$ cat config.mk
export PLATFORM = sky130hd
export DESIGN_NAME = sdram_arbiter_flat
export DESIGN_NICKNAME = d
export VERILOG_FILES = /design/src/rtl/sdram_arbiter_if.sv /design/src/rtl/sdram_arbiter.sv /design/src/flat_wrapper.sv
export SDC_FILE = /design/constraint.sdc
export NUM_CORES = 1
export LEC_CHECK = 0
export ABC_AREA = 1
export CAP_MARGIN = 20
export CORE_MARGIN = 4
export CORE_UTILIZATION = 28
export DETAILED_ROUTE_END_ITERATION = 8
export SYNTH_ARGS = -nofsm -noshare
export SYNTH_HDL_FRONTEND = slang
export SYNTH_SLANG_ARGS = --single-unit
$ cat constraint.sdc
create_clock -name clock -period 3 [get_ports clock]
set_input_delay 0.6 -clock clock [delete_from_list [all_inputs] [get_ports clock]]
set_output_delay 0.6 -clock clock [all_outputs]
set_load 0.01 [all_outputs]
$ cat src/rtl/sdram_arbiter_if.sv
// Bus bundle between the video/CPU fabric, the sdram_arbiter and the sdram controller.
// The master modport is the arbiter's view; slave is the surrounding fabric and controller.
interface sdram_arbiter_if;
    logic        mem_ready;
    logic        mem_rd;
    logic        mem_wr;
    logic        mem_rfsh;
    logic [23:0] mem_a;
    logic [15:0] mem_d;
    logic [15:0] mem_q;

    logic        p0_req;
    logic [23:0] p0_a;
    logic [15:0] p0_q;
    logic        p0_ack;

    logic        p1_req;
    logic        p1_we;
    logic [23:0] p1_a;
    logic [15:0] p1_d;
    logic [15:0] p1_q;
    logic        p1_ack;

    logic        busy;

    modport master (
        input  mem_ready, mem_q,
        output mem_rd, mem_wr, mem_rfsh, mem_a, mem_d,
        input  p0_req, p0_a,
        output p0_q, p0_ack,
        input  p1_req, p1_we, p1_a, p1_d,
        output p1_q, p1_ack,
        output busy
    );

    modport slave (
        output mem_ready, mem_q,
        input  mem_rd, mem_wr, mem_rfsh, mem_a, mem_d,
        output p0_req, p0_a,
        input  p0_q, p0_ack,
        output p1_req, p1_we, p1_a, p1_d,
        input  p1_q, p1_ack,
        input  busy
    );
endinterface

$ cat src/rtl/sdram_arbiter.sv
// Shares one sdram controller between a read-only video port (p0) and a read/write CPU
// port (p1), interleaving periodic auto-refresh slots at highest priority.
module sdram_arbiter #(
    parameter int REFRESH_PERIOD = 390,
    parameter int STROBE_CYCLES  = 4,
    parameter int ACCESS_CYCLES  = 8,
    parameter int REFRESH_CYCLES = 12
) (
    input  logic             clock,
    input  logic             reset,
    sdram_arbiter_if.master  bus
);

    typedef enum logic [1:0] {
        IDLE,
        ACCESS,
        REFRESH,
        DONE
    } state_t;

    localparam int SLOT_MAX = (ACCESS_CYCLES > REFRESH_CYCLES) ? ACCESS_CYCLES : REFRESH_CYCLES;
    localparam int CNT_W    = (SLOT_MAX > 2) ? $clog2(SLOT_MAX) + 1 : 2;
    localparam int RF_W     = (REFRESH_PERIOD > 1) ? $clog2(REFRESH_PERIOD + 1) : 1;

    localparam logic [CNT_W-1:0] ACC_LAST  = CNT_W'(ACCESS_CYCLES - 1);
    localparam logic [CNT_W-1:0] RF_LAST   = CNT_W'(REFRESH_CYCLES - 1);
    localparam logic [CNT_W-1:0] STB_LIMIT = CNT_W'(STROBE_CYCLES);
    localparam logic [RF_W-1:0]  RF_RELOAD = RF_W'(REFRESH_PERIOD - 1);

    state_t           state_q;
    state_t           state_d;
    logic [CNT_W-1:0] slot_cnt;
    logic [RF_W-1:0]  rf_cnt;
    logic             rf_tick;
    logic             pending;

    logic             port_q;   // 0 = p0, 1 = p1
    logic             we_q;
    logic [23:0]      mem_a_q;
    logic [15:0]      mem_d_q;
    logic [15:0]      p0_q_q;
    logic [15:0]      p1_q_q;

    logic             grant_rf;
    logic             grant_p0;
    logic             grant_p1;
    logic             slot_last;
    logic             strobe_on;

    assign rf_tick   = (rf_cnt == '0);
    assign strobe_on = (slot_cnt < STB_LIMIT);

    // NOTE: every signal written here gets a default first, so no path can infer a latch.
    always_comb begin
        state_d   = state_q;
        grant_rf  = 1'b0;
        grant_p0  = 1'b0;
        grant_p1  = 1'b0;
        slot_last = (state_q == REFRESH) ? (slot_cnt == RF_LAST) : (slot_cnt == ACC_LAST);

        unique case (state_q)
            IDLE: begin
                if (bus.mem_ready) begin
                    if (pending) begin
                        grant_rf = 1'b1;
                        state_d  = REFRESH;
                    end else if (bus.p0_req) begin
                        grant_p0 = 1'b1;
                        state_d  = ACCESS;
                    end else if (bus.p1_req) begin
                        grant_p1 = 1'b1;
                        state_d  = ACCESS;
                    end
                end
            end
            ACCESS:  if (slot_last) state_d = DONE;
            REFRESH: if (slot_last) state_d = IDLE;
            DONE:    state_d = IDLE;
            default: state_d = IDLE;
        endcase
    end

    // NOTE: sequential state uses non-blocking assignments so every flop samples pre-edge values.
    always_ff @(posedge clock) begin
        if (reset) begin
            state_q  <= IDLE;
            slot_cnt <= '0;
            rf_cnt   <= RF_RELOAD;
            pending  <= 1'b0;
            port_q   <= 1'b0;
            we_q     <= 1'b0;
            mem_a_q  <= '0;
            mem_d_q  <= '0;
            p0_q_q   <= '0;
            p1_q_q   <= '0;
        end else begin
            state_q <= state_d;
            rf_cnt  <= rf_tick ? RF_RELOAD : rf_cnt - 1'b1;
            // A tick coinciding with a refresh grant is a fresh request, so set wins over clear.
            pending <= rf_tick | (pending & ~grant_rf);

            if (state_q == ACCESS || state_q == REFRESH) begin
                slot_cnt <= slot_cnt + 1'b1;
            end else begin
                slot_cnt <= '0;
            end

            if (grant_p0 || grant_p1) begin
                port_q  <= grant_p1;
                we_q    <= grant_p1 & bus.p1_we;
                mem_a_q <= grant_p1 ? bus.p1_a : bus.p0_a;
                mem_d_q <= grant_p1 ? bus.p1_d : 16'h0000;
            end

            if (state_q == ACCESS && slot_last && !we_q) begin
                if (port_q) begin
                    p1_q_q <= bus.mem_q;
                end else begin
                    p0_q_q <= bus.mem_q;
                end
            end
        end
    end

    // Strobes decode registered state only, so they drop the cycle after a reset or slot end.
    assign bus.mem_rd   = (state_q == ACCESS)  && !we_q && strobe_on;
    assign bus.mem_wr   = (state_q == ACCESS)  &&  we_q && strobe_on;
    assign bus.mem_rfsh = (state_q == REFRESH) && strobe_on;
    assign bus.mem_a    = mem_a_q;
    assign bus.mem_d    = mem_d_q;

    assign bus.p0_q     = p0_q_q;
    assign bus.p1_q     = p1_q_q;
    assign bus.p0_ack   = (state_q == DONE) && !port_q;
    assign bus.p1_ack   = (state_q == DONE) &&  port_q;
    assign bus.busy     = (state_q != IDLE);

endmodule

$ cat src/flat_wrapper.sv
// flat-port wrapper written by rule: the top's interface ports become plain ports
module sdram_arbiter_flat 
#(
    parameter int REFRESH_PERIOD = 390,
    parameter int STROBE_CYCLES  = 4,
    parameter int ACCESS_CYCLES  = 8,
    parameter int REFRESH_CYCLES = 12
)
  (clock, reset, bus_mem_ready, bus_mem_q, bus_mem_rd, bus_mem_wr, bus_mem_rfsh, bus_mem_a, bus_mem_d, bus_p0_req, bus_p0_a, bus_p0_q, bus_p0_ack, bus_p1_req, bus_p1_we, bus_p1_a, bus_p1_d, bus_p1_q, bus_p1_ack, bus_busy);
  sdram_arbiter_if bus_i ();
  input  logic clock;
  input  logic reset;
  input wire logic [$bits(bus_i.mem_ready)-1:0] bus_mem_ready;
  input wire logic [$bits(bus_i.mem_q)-1:0] bus_mem_q;
  output wire logic [$bits(bus_i.mem_rd)-1:0] bus_mem_rd;
  output wire logic [$bits(bus_i.mem_wr)-1:0] bus_mem_wr;
  output wire logic [$bits(bus_i.mem_rfsh)-1:0] bus_mem_rfsh;
  output wire logic [$bits(bus_i.mem_a)-1:0] bus_mem_a;
  output wire logic [$bits(bus_i.mem_d)-1:0] bus_mem_d;
  input wire logic [$bits(bus_i.p0_req)-1:0] bus_p0_req;
  input wire logic [$bits(bus_i.p0_a)-1:0] bus_p0_a;
  output wire logic [$bits(bus_i.p0_q)-1:0] bus_p0_q;
  output wire logic [$bits(bus_i.p0_ack)-1:0] bus_p0_ack;
  input wire logic [$bits(bus_i.p1_req)-1:0] bus_p1_req;
  input wire logic [$bits(bus_i.p1_we)-1:0] bus_p1_we;
  input wire logic [$bits(bus_i.p1_a)-1:0] bus_p1_a;
  input wire logic [$bits(bus_i.p1_d)-1:0] bus_p1_d;
  output wire logic [$bits(bus_i.p1_q)-1:0] bus_p1_q;
  output wire logic [$bits(bus_i.p1_ack)-1:0] bus_p1_ack;
  output wire logic [$bits(bus_i.busy)-1:0] bus_busy;
  assign bus_i.mem_ready = bus_mem_ready;
  assign bus_i.mem_q = bus_mem_q;
  assign bus_mem_rd = bus_i.mem_rd;
  assign bus_mem_wr = bus_i.mem_wr;
  assign bus_mem_rfsh = bus_i.mem_rfsh;
  assign bus_mem_a = bus_i.mem_a;
  assign bus_mem_d = bus_i.mem_d;
  assign bus_i.p0_req = bus_p0_req;
  assign bus_i.p0_a = bus_p0_a;
  assign bus_p0_q = bus_i.p0_q;
  assign bus_p0_ack = bus_i.p0_ack;
  assign bus_i.p1_req = bus_p1_req;
  assign bus_i.p1_we = bus_p1_we;
  assign bus_i.p1_a = bus_p1_a;
  assign bus_i.p1_d = bus_p1_d;
  assign bus_p1_q = bus_i.p1_q;
  assign bus_p1_ack = bus_i.p1_ack;
  assign bus_busy = bus_i.busy;
  sdram_arbiter #(.REFRESH_PERIOD(REFRESH_PERIOD), .STROBE_CYCLES(STROBE_CYCLES), .ACCESS_CYCLES(ACCESS_CYCLES), .REFRESH_CYCLES(REFRESH_CYCLES)) u_core (.clock(clock), .reset(reset), .bus(bus_i));
endmodule
==> flow_metrics.env <==
export IMPL_synth_seq_cells=91
export IMPL_cpMaxStageDelayCell="clkdlybuf4s50_1"
export IMPL_wirelength_mm=12.7
export IMPL_post_cts_setup_buffers=0
export IMPL_drtAntennaViolNets=0
export IMPL_core_area_um2=14000
export IMPL_fmax_mhz=414
export IMPL_vias_per_cell=4.61
export IMPL_busiest_layer="met2"
export IMPL_slew_headroom=0.596
export IMPL_postCtsHoldBufs=0
export IMPL_drv_cap=0
export IMPL_dr_pass1_iters=6
export IMPL_ys_seq_area_frac=0.450
export IMPL_routabilityCongestion=0.796
export IMPL_cellLeakagePower_nw=2.49
export IMPL_overflow=0
export IMPL_grt_usage=0.156
export IMPL_wl_per_cell_um=13.7
export IMPL_grt_pass1_vias=4230
export IMPL_ys_types=26
export IMPL_cp_max_fo=5
export IMPL_rr_startpoint="u_core.port_q$_SDFFE_PP0P_"
export IMPL_hp_class="register to register"
export IMPL_use_met1=0.195
export IMPL_root_buffer="clkbuf_16"
export IMPL_grt_max_degree=35
export IMPL_layout_nets=833
export IMPL_tns_ns=0
export IMPL_cpPeakStageDelay_ns=0.57
export IMPL_htree_num_levels=3
export IMPL_fin_skew_ns=0.00602
export IMPL_drt_iter0_markers=225
export IMPL_syn_inst=589
export IMPL_post_cts_resize_count=0
export IMPL_register_area_um2=1820
export IMPL_slew_viol_final=0
export IMPL_io_pin_count=164
export IMPL_synth_nets=681
export IMPL_worstMarginPinSlew_ns=0.605
export IMPL_multi_input_area_um2=1830
export IMPL_cts_num_sinks=91
export IMPL_drcViolationCount=0
export IMPL_syn2layout_area_growth_pct=52.7
export IMPL_power_density_nw_per_um2=589
export IMPL_grt_pass1_wl_mm=20.9
export IMPL_setup_worst_path_end_class="output port"
export IMPL_antenna_found_initial=0
export IMPL_n_fill_cell=1427
export IMPL_grtUsageMet3=0.0654
export IMPL_status="completed"
export IMPL_num_vias=4265
export IMPL_post_route_period_util=0.805
export IMPL_cts_tree="built"
export IMPL_min_period_ns=2.41
export IMPL_antennaDiodeCount=0
export IMPL_die_y_um=128
export IMPL_die_w_um=128
export IMPL_crit_type="register to output port"
export IMPL_critPathLaunch="u_core.state_q[1]$_SDFFE_PP0P_"
export IMPL_mappedNetlistArea_um2=4050
export IMPL_grt_setup_unrepaired="no"
export IMPL_dp_hpwl_mm=9.20
export IMPL_fp_row_count=43
export IMPL_worstPathArrival_ns=1.81
export IMPL_cpMostUsedCell="inv_1"
export IMPL_critPathLaunchType="register"
export IMPL_layout_drive_gt1_share=0.0470
export IMPL_hold_viol=0
export IMPL_ys_warn_count=0
export IMPL_postSynthAreaPerCell_um2=6.87
export IMPL_clk_path_buf_depth=2
export IMPL_cts_buffers=9
export IMPL_final_util=0.440
export IMPL_path_cells="inv_1 > ha_1 > inv_1 > nor3_1 > clkdlybuf4s50_1"
export IMPL_cp_required_ns=2.40
export IMPL_die_area_um2=16400
export IMPL_min_from="u_core.rf_cnt[0]$_SDFF_PP1_"
export IMPL_clkLatencyLatePin_ns=0.34
export IMPL_clkTransAtPathRegs_ns=0.06
export IMPL_grt_use_met2=0.247
export IMPL_setup_viol=0
export IMPL_initial_utilization=0.288
export IMPL_vdd_drop_max_mv=0.304
export IMPL_io_buffer_count=163
power breakdown:
part           internal [mW]  switching [mW]
combinational          0.479           0.586
clock                  0.711           0.470
sequential              1.32          0.0747
total                   2.51            1.13
sequential cells by signal, indices dropped and copies added (netlist names):
register,flops
u_core.state_q,2
u_core.rf_cnt,9
u_core.port_q,1
u_core.we_q,1
u_core.bus.p0_q,16
u_core.bus.p1_q,16
u_core.pending,1
u_core.bus.mem_a,24
u_core.bus.mem_d,16
u_core.slot_cnt,5
cell type report:
class	count	share of cell area
well taps	180	0.0364
multi-input cells	400	0.297
clock inverters	3	0.00749
inverters	67	0.0407
repair buffers	172	0.281
clock buffers	12	0.0431
flip-flops and latches	91	0.295
logic make-up (layout without fill, tap and decap cells):
kind of cell | Yosys count | count (layout) | share of synthesized area
fa+ha+maj | 6 | 6 | 0.0185
flops | 91 | 91 | 0.450
compound gates | 82 | 82 | 0.102
xor+xnor | 3 | 3 | 0.00649
buf+inv | 98 | 254 | 0.0986
simple gates | 309 | 309 | 0.324
critical path, delay by kind of cell, from the launching register on:
kind,cells,cell delay (ns)
AND/OR/NAND/NOR,1,0.22
flip-flops,1,0.34
buffers and inverters,3,0.76
adder cells (fa/ha/maj),1,0.16
per-stage QoR:
| stage | hold slack, ns | instances | setup WS, ns | area (um^2) | power [mW] |
|---|---|---|---|---|---|
| after detailed placement | 0.379 | 910 | 0.718 | 5870 | 2.49 |
| after global placement | 0.378 | 910 | 0.785 | 5870 | 2.47 |
| after floorplan | 0.366 | 589 | 1.39 | 4050 | 1.99 |
| after CTS | 0.394 | 925 | 0.524 | 6180 | 3.70 |
| final | 0.394 | 925 | 0.586 | 6180 | 3.64 |
| after global routing | 0.432 | 925 | 0.448 | 6180 | 3.88 |
cell usage after synthesis:
library cell | instances | area, um^2
nand2_1 | 169 | 634
dfxtp_1 | 91 | 1820
nor2_1 | 84 | 315
inv_1 | 64 | 240
a21oi_1 | 53 | 265
nand4_1 | 37 | 231
o21ai_0 | 28 | 140
buf_2 | 13 | 65.1
clkbuf_1 | 12 | 45.0
nand3_1 | 8 | 40.0
ha_1 | 6 | 75.1
buf_1 | 4 | 15.0
nor2_4 | 3 | 33.8
buf_6 | 2 | 22.5
clkinv_1 | 2 | 7.51
nor2_2 | 2 | 12.5
xnor2_1 | 2 | 17.5
inv_2 | 1 | 3.75
nand2_2 | 1 | 6.26
nand3_2 | 1 | 10.0
nand3b_1 | 1 | 7.51
nor3_1 | 1 | 5.00
nor3_2 | 1 | 10.0
o21bai_1 | 1 | 7.51
or2_2 | 1 | 6.26
xor2_1 | 1 | 8.76
worst paths after layout:
kind | endpoint | slack [ns] | cells after the start
min | u_core.rf_cnt[0]$_SDFF_PP1_ | 0.39 | 1
max reg2reg | u_core.bus.p1_q[9]$_SDFFE_PP0P_ | 0.74 | 5
max | bus_mem_rd | 0.59 | 5
min reg2reg | u_core.rf_cnt[0]$_SDFF_PP1_ | 0.39 | 1
cell usage in the layout, fill, tap and decap left out, types with 2 or more instances in the layout:
master	count
a21oi_1	53
clkbuf_8	3
nand4_1	37
nand2_1	169
clkdlybuf4s50_1	163
buf_4	6
nor2_2	2
dfxtp_1	91
ha_1	6
inv_1	64
xnor2_1	2
inv_2	2
o21ai_0	28
buf_12	3
nor2_1	84
nand3_1	8
nor2_4	3
clkbuf_16	9
layer usage:
layer	wire [um]	vias to the layer above
met2	5630	162
met1	5660	1937
met3	1260	12
li1	-	2154
met5	0	-
met4	142	0
Note: power is estimated with default switching activity, not from simulation.
